--- src/rtl/sync_fifo_lvl_if.sv ---
`default_nettype none
// ============================================================================
// Module   : sync_fifo_lvl_if
// Brief    : Write/read handshake and status bundle for sync_fifo_lvl.
// Revision : 1.0 - initial release
// ============================================================================
interface sync_fifo_lvl_if #(
  parameter int P_NBIT_D = 16,
  parameter int P_NBIT_A = 4
);
  logic                i_wr;
  logic [P_NBIT_D-1:0] i_wdata;
  logic                i_rd;
  logic [P_NBIT_D-1:0] o_rdata;
  logic                o_full;
  logic                o_empty;
  logic                o_afull;
  logic                o_aempty;
  logic [P_NBIT_A:0]   o_level;
  logic                o_ovf;
  logic                o_udf;

  modport master (
    output i_wr, i_wdata, i_rd,
    input  o_rdata, o_full, o_empty, o_afull, o_aempty, o_level, o_ovf, o_udf
  );

  modport slave (
    input  i_wr, i_wdata, i_rd,
    output o_rdata, o_full, o_empty, o_afull, o_aempty, o_level, o_ovf, o_udf
  );
endinterface
`default_nettype wire

--- src/rtl/sync_fifo_lvl.sv ---
`default_nettype none
// ============================================================================
// Module   : sync_fifo_lvl
// Brief    : Single-clock FIFO with fill level, almost flags, sticky error
//            flags, synchronous flush and registered-read or FWFT output.
// Revision : 1.0 - initial release
// ============================================================================
module sync_fifo_lvl #(
  parameter int P_NBIT_D = 16,
  parameter int P_NBIT_A = 4,
  parameter int P_FWFT   = 0,
  parameter int P_AFULL  = 12,
  parameter int P_AEMPTY = 3
) (
  input  wire logic        clk,
  input  wire logic        rst_n,
  input  wire logic        i_clr,
  sync_fifo_lvl_if.slave   bus
);

  localparam int                c_DEPTH    = 2 ** P_NBIT_A;
  localparam logic [P_NBIT_A:0] c_LVL_FULL = (P_NBIT_A + 1)'(c_DEPTH);
  localparam logic [P_NBIT_A:0] c_LVL_AF   = (P_NBIT_A + 1)'(P_AFULL);
  localparam logic [P_NBIT_A:0] c_LVL_AE   = (P_NBIT_A + 1)'(P_AEMPTY);

  logic [P_NBIT_D-1:0] r_mem [c_DEPTH];
  logic [P_NBIT_A:0]   r_wptr;
  logic [P_NBIT_A:0]   r_rptr;
  logic                r_full;
  logic                r_empty;
  logic                r_afull;
  logic                r_aempty;
  logic                r_ovf;
  logic                r_udf;

  logic                w_acc_wr;
  logic                w_acc_rd;
  logic [P_NBIT_A:0]   w_wptr_next;
  logic [P_NBIT_A:0]   w_rptr_next;
  logic [P_NBIT_A:0]   w_level_next;
  logic [P_NBIT_A-1:0] w_waddr;
  logic [P_NBIT_A-1:0] w_raddr;

  // Level is the modular pointer distance; the wrap bit disambiguates full from empty.
  always_comb begin
    w_acc_wr     = bus.i_wr & ~r_full;
    w_acc_rd     = bus.i_rd & ~r_empty;
    w_wptr_next  = r_wptr + (P_NBIT_A + 1)'(w_acc_wr);
    w_rptr_next  = r_rptr + (P_NBIT_A + 1)'(w_acc_rd);
    w_level_next = w_wptr_next - w_rptr_next;
    w_waddr      = r_wptr[P_NBIT_A-1:0];
    w_raddr      = r_rptr[P_NBIT_A-1:0];
  end

  always_ff @(posedge clk or negedge rst_n) begin
    if (!rst_n) begin
      r_wptr   <= '0;
      r_rptr   <= '0;
      r_full   <= 1'b0;
      r_empty  <= 1'b1;
      r_afull  <= 1'b0;
      r_aempty <= 1'b1;
      r_ovf    <= 1'b0;
      r_udf    <= 1'b0;
    end else if (i_clr) begin
      r_wptr   <= '0;
      r_rptr   <= '0;
      r_full   <= 1'b0;
      r_empty  <= 1'b1;
      r_afull  <= 1'b0;
      r_aempty <= 1'b1;
      r_ovf    <= 1'b0;
      r_udf    <= 1'b0;
    end else begin
      r_wptr   <= w_wptr_next;
      r_rptr   <= w_rptr_next;
      r_full   <= (w_level_next == c_LVL_FULL);
      r_empty  <= (w_level_next == '0);
      r_afull  <= (w_level_next >= c_LVL_AF);
      r_aempty <= (w_level_next <= c_LVL_AE);
      r_ovf    <= r_ovf | (bus.i_wr & r_full);
      r_udf    <= r_udf | (bus.i_rd & r_empty);
    end
  end

  // Storage is deliberately not reset or flushed.
  always_ff @(posedge clk) begin
    if (w_acc_wr && !i_clr) begin
      r_mem[w_waddr] <= bus.i_wdata;
    end
  end

  generate
    if (P_FWFT != 0) begin : g_fwft
      assign bus.o_rdata = r_mem[w_raddr];
    end else begin : g_reg_read
      logic [P_NBIT_D-1:0] r_rdata;

      always_ff @(posedge clk or negedge rst_n) begin
        if (!rst_n) begin
          r_rdata <= '0;
        end else if (i_clr) begin
          r_rdata <= '0;
        end else if (w_acc_rd) begin
          r_rdata <= r_mem[w_raddr];
        end
      end

      assign bus.o_rdata = r_rdata;
    end
  endgenerate

  assign bus.o_full   = r_full;
  assign bus.o_empty  = r_empty;
  assign bus.o_afull  = r_afull;
  assign bus.o_aempty = r_aempty;
  assign bus.o_level  = r_wptr - r_rptr;
  assign bus.o_ovf    = r_ovf;
  assign bus.o_udf    = r_udf;

endmodule
`default_nettype wire

--- src/flat_wrapper.sv ---
// flat-port wrapper written by rule: the top's interface ports become plain ports
module sync_fifo_lvl_flat 
#(
  parameter int P_NBIT_D = 16,
  parameter int P_NBIT_A = 4,
  parameter int P_FWFT   = 0,
  parameter int P_AFULL  = 12,
  parameter int P_AEMPTY = 3
)
  (clk, rst_n, i_clr, bus_i_wr, bus_i_wdata, bus_i_rd, bus_o_rdata, bus_o_full, bus_o_empty, bus_o_afull, bus_o_aempty, bus_o_level, bus_o_ovf, bus_o_udf);
  sync_fifo_lvl_if #(.P_NBIT_D(P_NBIT_D), .P_NBIT_A(P_NBIT_A)) bus_i ();
  input  wire logic clk;
  input  wire logic rst_n;
  input  wire logic i_clr;
  input wire logic [$bits(bus_i.i_wr)-1:0] bus_i_wr;
  input wire logic [$bits(bus_i.i_wdata)-1:0] bus_i_wdata;
  input wire logic [$bits(bus_i.i_rd)-1:0] bus_i_rd;
  output wire logic [$bits(bus_i.o_rdata)-1:0] bus_o_rdata;
  output wire logic [$bits(bus_i.o_full)-1:0] bus_o_full;
  output wire logic [$bits(bus_i.o_empty)-1:0] bus_o_empty;
  output wire logic [$bits(bus_i.o_afull)-1:0] bus_o_afull;
  output wire logic [$bits(bus_i.o_aempty)-1:0] bus_o_aempty;
  output wire logic [$bits(bus_i.o_level)-1:0] bus_o_level;
  output wire logic [$bits(bus_i.o_ovf)-1:0] bus_o_ovf;
  output wire logic [$bits(bus_i.o_udf)-1:0] bus_o_udf;
  assign bus_i.i_wr = bus_i_wr;
  assign bus_i.i_wdata = bus_i_wdata;
  assign bus_i.i_rd = bus_i_rd;
  assign bus_o_rdata = bus_i.o_rdata;
  assign bus_o_full = bus_i.o_full;
  assign bus_o_empty = bus_i.o_empty;
  assign bus_o_afull = bus_i.o_afull;
  assign bus_o_aempty = bus_i.o_aempty;
  assign bus_o_level = bus_i.o_level;
  assign bus_o_ovf = bus_i.o_ovf;
  assign bus_o_udf = bus_i.o_udf;
  sync_fifo_lvl #(.P_NBIT_D(P_NBIT_D), .P_NBIT_A(P_NBIT_A), .P_FWFT(P_FWFT), .P_AFULL(P_AFULL), .P_AEMPTY(P_AEMPTY)) u_core (.clk(clk), .rst_n(rst_n), .i_clr(i_clr), .bus(bus_i));
endmodule
--- config.mk ---
export PLATFORM = sky130hd
export DESIGN_NAME = sync_fifo_lvl_flat
export DESIGN_NICKNAME = d
export VERILOG_FILES = /design/src/rtl/sync_fifo_lvl_if.sv /design/src/rtl/sync_fifo_lvl.sv /design/src/flat_wrapper.sv
export SDC_FILE = /design/constraint.sdc
export NUM_CORES = 1
export LEC_CHECK = 0
export ABC_AREA = 1
export BUFFER_PORTS_ARGS = -buffer_cell sky130_fd_sc_hd__buf_2
export CAP_MARGIN = 5
export CORE_MARGIN = 2
export CORE_UTILIZATION = 26
export DETAILED_ROUTE_END_ITERATION = 8
export PLACE_DENSITY = 0.37
export SETUP_SLACK_MARGIN = 0.2
export SYNTH_ARGS = -nofsm -noshare
export SYNTH_HDL_FRONTEND = slang
export SYNTH_SLANG_ARGS = --single-unit
--- constraint.sdc ---
create_clock -name clk -period 3.8 [get_ports clk]
set_input_delay 0.19 -clock clk [delete_from_list [all_inputs] [get_ports clk]]
set_output_delay 0.19 -clock clk [all_outputs]
set_load 0.1 [all_outputs]
# After elaboration in Yosys (flattened, before gate mapping)
# Memory sizes are Yosys's and may differ from the RTL's.
# Index checks and enable logic that the tools add are counted.
[totals]
mem_bits_rw = 256
memories = 1
register_bits = 32
input_bits = 21
[classes]
eq_ne = 1
magnitude_cmp = 2
n_reduce_logical = 4
muxes = 12
bitwise = 8
n_addsub = 4
[mem_list]
columns = ["memory", "depth", "width", "read_ports", "rd_ports_with_merged_regs", "write_ports", "line_no", "rtl"]
rows = [
  ["u_core.r_mem", 16, 16, 1, 0, 1, "sync_fifo_lvl.sv:26", "logic [P_NBIT_D-1:0] r_mem [c_DEPTH];"],
]
[ops]
columns = ["operator", "count"]
rows = [
  ["two-way mux 16 bit", 2],
  ["adder 5 x 1 -> 5 bit", 2],
  ["two-way mux 5 bit", 2],
  ["subtractor 5 bit", 2],
  ["two-way mux 1 bit", 8],
  ["equality test 5 bit, second input constant", 1],
  [">= comparator 5 x 4 -> 1 bit, second input constant", 1],
  ["<= comparator 5 x 2 -> 1 bit, second input constant", 1],
  ["zero test 5 bit", 1],
  ["bitwise AND 1 bit", 4],
  ["inverter 1 bit", 2],
  ["bitwise OR 1 bit", 2],
  ["nonzero test 2 bit", 1],
  ["logical AND 1 bit", 1],
  ["zero test 1 bit", 1],
]

# Logic depth before layout (Yosys ltp)
[depth]
ltp_word = 6
depth_mapped = 18
depth_no_buf = 17

# Worst setup path after synthesis
# Ideal clock, no wire load.
[synth_path]
path_kind = "reg-to-output"
start = "reg u_core.r_rptr[3]"
end = "out bus_o_level[4]"
slack_ns = 0.639
stages_incl_launch_ff = 9
arrival_ns = 2.971
path_cell_list = "dfrtp_1 -> buf_2 -> inv_2 -> buf_1 -> ha_1 -> nand2_1 -> nor2_1 -> a211oi_1 -> xor2_1"
[synth_between]
elab_chain_cells = 1
[synth_lines]
columns = ["element", "line_no", "rtl"]
rows = [
  ["start, declared", "sync_fifo_lvl.sv:28", "logic [P_NBIT_A:0] r_rptr;"],
  ["start signal, assigned", "sync_fifo_lvl.sv:76", "r_rptr <= w_rptr_next;"],
  ["subtractor 5 bit", "sync_fifo_lvl.sv:117", "assign bus.o_level = r_wptr - r_rptr;"],
  ["end, declared", "flat_wrapper.sv:23", "output wire logic [$bits(bus_i.o_level)-1:0] bus_o_level;"],
]
# Every way passes these cells.

# Final worst setup path
[layout_path]
start = "reg u_core.r_rptr[2]"
end = "out bus_o_level[4]"
# The elaborated chain is that of the path after synthesis.

==> results_dict.tcl <==
set metrics [dict create \
    r2r_start "u_core.bus.o_empty$_DFF_PN1_" \
    ys_types 33 \
    clk_pin_slew_ns 0.06 \
    holdWs_ns 0.0531 \
    p_int_mw 5.60 \
    cp.arrival_ns 2.94 \
    multi_input_area_sq_mm 0.00297 \
    regArea_sq_mm 0.00850 \
    synthSimpleGateAreaFrac_pct 12.4 \
    synth.net_count 986 \
    cts_buffers 35 \
    peakVddDrop_mv 0.394 \
    drt.antenna.violating_nets 0 \
    max_freq_mhz 319 \
    drive_gt1_share_pct 15.6 \
    p_comb_share_pct 14.3 \
    synth_area_per_cell_sq_um 12.4 \
    setup_viol_count_final 0 \
    synthTopCellsByArea "edfxtp_1 (65%), dfrtp_1 (6.4%), nor2_1 (5.4%), o21ai_0 (4.2%), o221ai_1 (3.4%)" \
    hold_class "in -> reg" \
    grt_pass1_vias 7818 \
    crit_type "reg -> out" \
    report.final.hold_viol_count 0 \
    antenna-diode-count 0 \
    status "complete, no violations" \
    die_area_sq_mm 0.0471 \
    synth-xor-area-share_pct 0.519 \
    worstMarginPinSlew_ns 0.910 \
    worstPathCellList "inv_4 -> ha_1 -> nand2_1 -> nor2_1 -> a211oi_1 -> xor2_1 -> buf_2" \
    synth_top_family_by_area "simple AND/OR/NAND/NOR gates" \
    drt-wirelength-per-cell_um 21.9 \
    cap_violations 0 \
    ys_warn_count 0 \
    port_buffers 47 \
    via_per_inst 4.65 \
    start_util_pct 26.2 \
    fin_tns_setup_ns 0 \
    slew_viol_final 0 \
    final_net_count 1042 \
    power.density_mw_per_mm2 566 \
    async_flop_share_pct 11.1 \
    critPathLaunch "u_core.r_rptr[2]$_DFF_PN0_" \
    cts_sinks 288 \
    syn_to_final_growth_pct 17.5 \
    drc 0 \
    cp-start-kind "register" \
    clk-insertion-delay-late_ns 0.53 \
    drt_iter0_markers 529 \
    die_w_um 217 \
    synth-adder-area-share_pct 1.50 \
    switching_share_pct 28.7 \
    max_stage_delay_ns 0.66 \
    synth_most_common_cell "edfxtp_1" \
    grtUsageTotal_pct 15.3 \
    p_leak_nw 4.93 \
    slew_headroom_pct 39.3 \
    yosysSeqAreaShare_pct 71.9 \
    critPathBufInv 2 \
    clockPowerShare_pct 40.3 \
    dp_hpwl_um 20000 \
    skew_ns 0.0188 \
    synth.mux.area_fraction_pct 0 \
    cpMaxStageDelayCell "dfrtp_2" \
    cp-end-kind "output pin" \
    cp_max_fo 28 \
    num_rows 78 \
    post-route-min-period_ns 3.13 \
    drt_wl_total_um 35900 \
    synth-compound-area-share_pct 10.4 \
    hold_start "bus_i_wdata[15]" \
    grt-ovfl-total 0 \
    hold_buffers 3 \
    die_y_um 217 \
    first_pass_iters 5 \
    cts_tree "yes" \
    synth_flop_cell "edfxtp_1" \
    cts_resized 0 \
    grt_max_degree 129 \
    postCtsSetupRepairBufs 0 \
    yosys-top-cells-count "edfxtp_1 (256), nor2_1 (169), nand2_1 (102)" \
    vias 7603 \
    seqPwrFrac_pct 45.5 \
    io_pins 48 \
    antenna_found_initial 1 \
    grt_pass1_wl_um 52800 \
    cts-root-buf "clkbuf_16" \
    rsz0062_at_grt "no" \
    gp_congestion 0.781 \
    synth_top_area_share_pct 65.1 \
    path_delay_family "buffers and inverters" \
    synth-seq-cells 288 \
    clockBufferDepth 3 \
    nFillCells 4600 \
    synth_top_area_cell "edfxtp_1" \
    htreeDepth 2 \
    synth_area_sq_mm 0.0118 \
    power_switching_mw 2.26 \
    crit_required_ns 3.61 \
    synthCells 952 \
    core_sq_mm 0.0451 \
    synth_edf_count 256 \
    min_period_over_period_pct 82.4 \
]
[flip-flops by register name, summed over array words and instances (netlist names)]
signal and count:
u_core.r_rptr 5, u_core.bus.o_empty 1, u_core.r_wptr 5, u_core.bus.o_rdata 16, u_core.bus.o_aempty 1, u_core.bus.o_full 1, u_core.bus.o_afull 1, u_core.bus.o_udf 1
u_core.bus.o_ovf 1, u_core.r_mem 256
[power by group through the flow]
stage                     Clock, mW  Sequential (mW)  Combinational (mW)
final                          3.16             3.57                1.12
after global routing           3.39             3.58                1.22
after CTS                      3.27             3.58                1.14
after detailed placement          0             3.64                1.13
after global placement            0             3.64                1.14
after floorplan                   0             3.87               0.591
[per-stage QoR]
stage	worst slack [ns]	total power, mW	area, sq um	std cells	util (%)
final	0.669	7.86	13900	1634	30.8
after global routing	0.531	8.19	13900	1634	30.8
after CTS	0.596	7.98	13900	1634	30.8
after detailed placement	1.20	4.77	12800	1568	28.4
after global placement	1.24	4.78	12800	1568	28.4
after floorplan	0.639	4.46	11800	952	-
[cells in the final DEF (no fill, tap or decap), drive strengths merged, types with 3 or more instances in the layout]
master         n
edfxtp       256
nor2         172
o21ai        135
nand2        107
buf           74
nand3         66
o221ai        46
clkbuf        45
inv           34
dfrtp         30
o22ai         18
clkinv        13
ha            11
a21oi          6
xor2           5
dlygate4sd3    3
[cells by family after synthesis]
family / after synthesis
xor gates and xnor gates: 7
DFF: 288
adders and majority gates: 13
AOI/OAI and AO/OA: 206
and+or+nand+nor: 349
buffers and inverters: 89
[final cells by class]
type,instances,share of cell area [%]
Clock buffer,45,6.58
Clock inverter,18,1.08
Inverter,31,0.874
Multi-Input combinational cell,575,21.4
Sequential cell,288,61.2
Tap cell,600,5.41
Timing Repair Buffer,77,3.46
[worst paths after layout]
kind	end	slack, ns	depth (start not counted)
worst max-delay path	bus_o_level[4]	0.67	7
worst min register to register	u_core.bus.o_udf$_DFF_PN0_	0.50	2
worst max register to register	u_core.bus.o_afull$_DFF_PN0_	1.34	13
min in group asynchronous	u_core.bus.o_rdata[1]$_DFFE_PN0P_	0.30	2
worst min-delay path	u_core.r_mem[8][15]$_DFFE_PP_	0.05	1
max in group asynchronous	u_core.r_rptr[0]$_DFF_PN0_	2.86	2
[routing by layer]
| metal | track usage, % | part of all wire (%) | up-vias |
|---|---|---|---|
| met5 | 0 | 0 | - |
| met4 | 3.65 | 1.5 | 0 |
| met3 | 2.39 | 3.7 | 39 |
| met2 | 26.0 | 48 | 150 |
| met1 | 20.6 | 47 | 3828 |
| li1 | - | - | 3586 |
No activity file was read; power rests on OpenSTA's default activity.
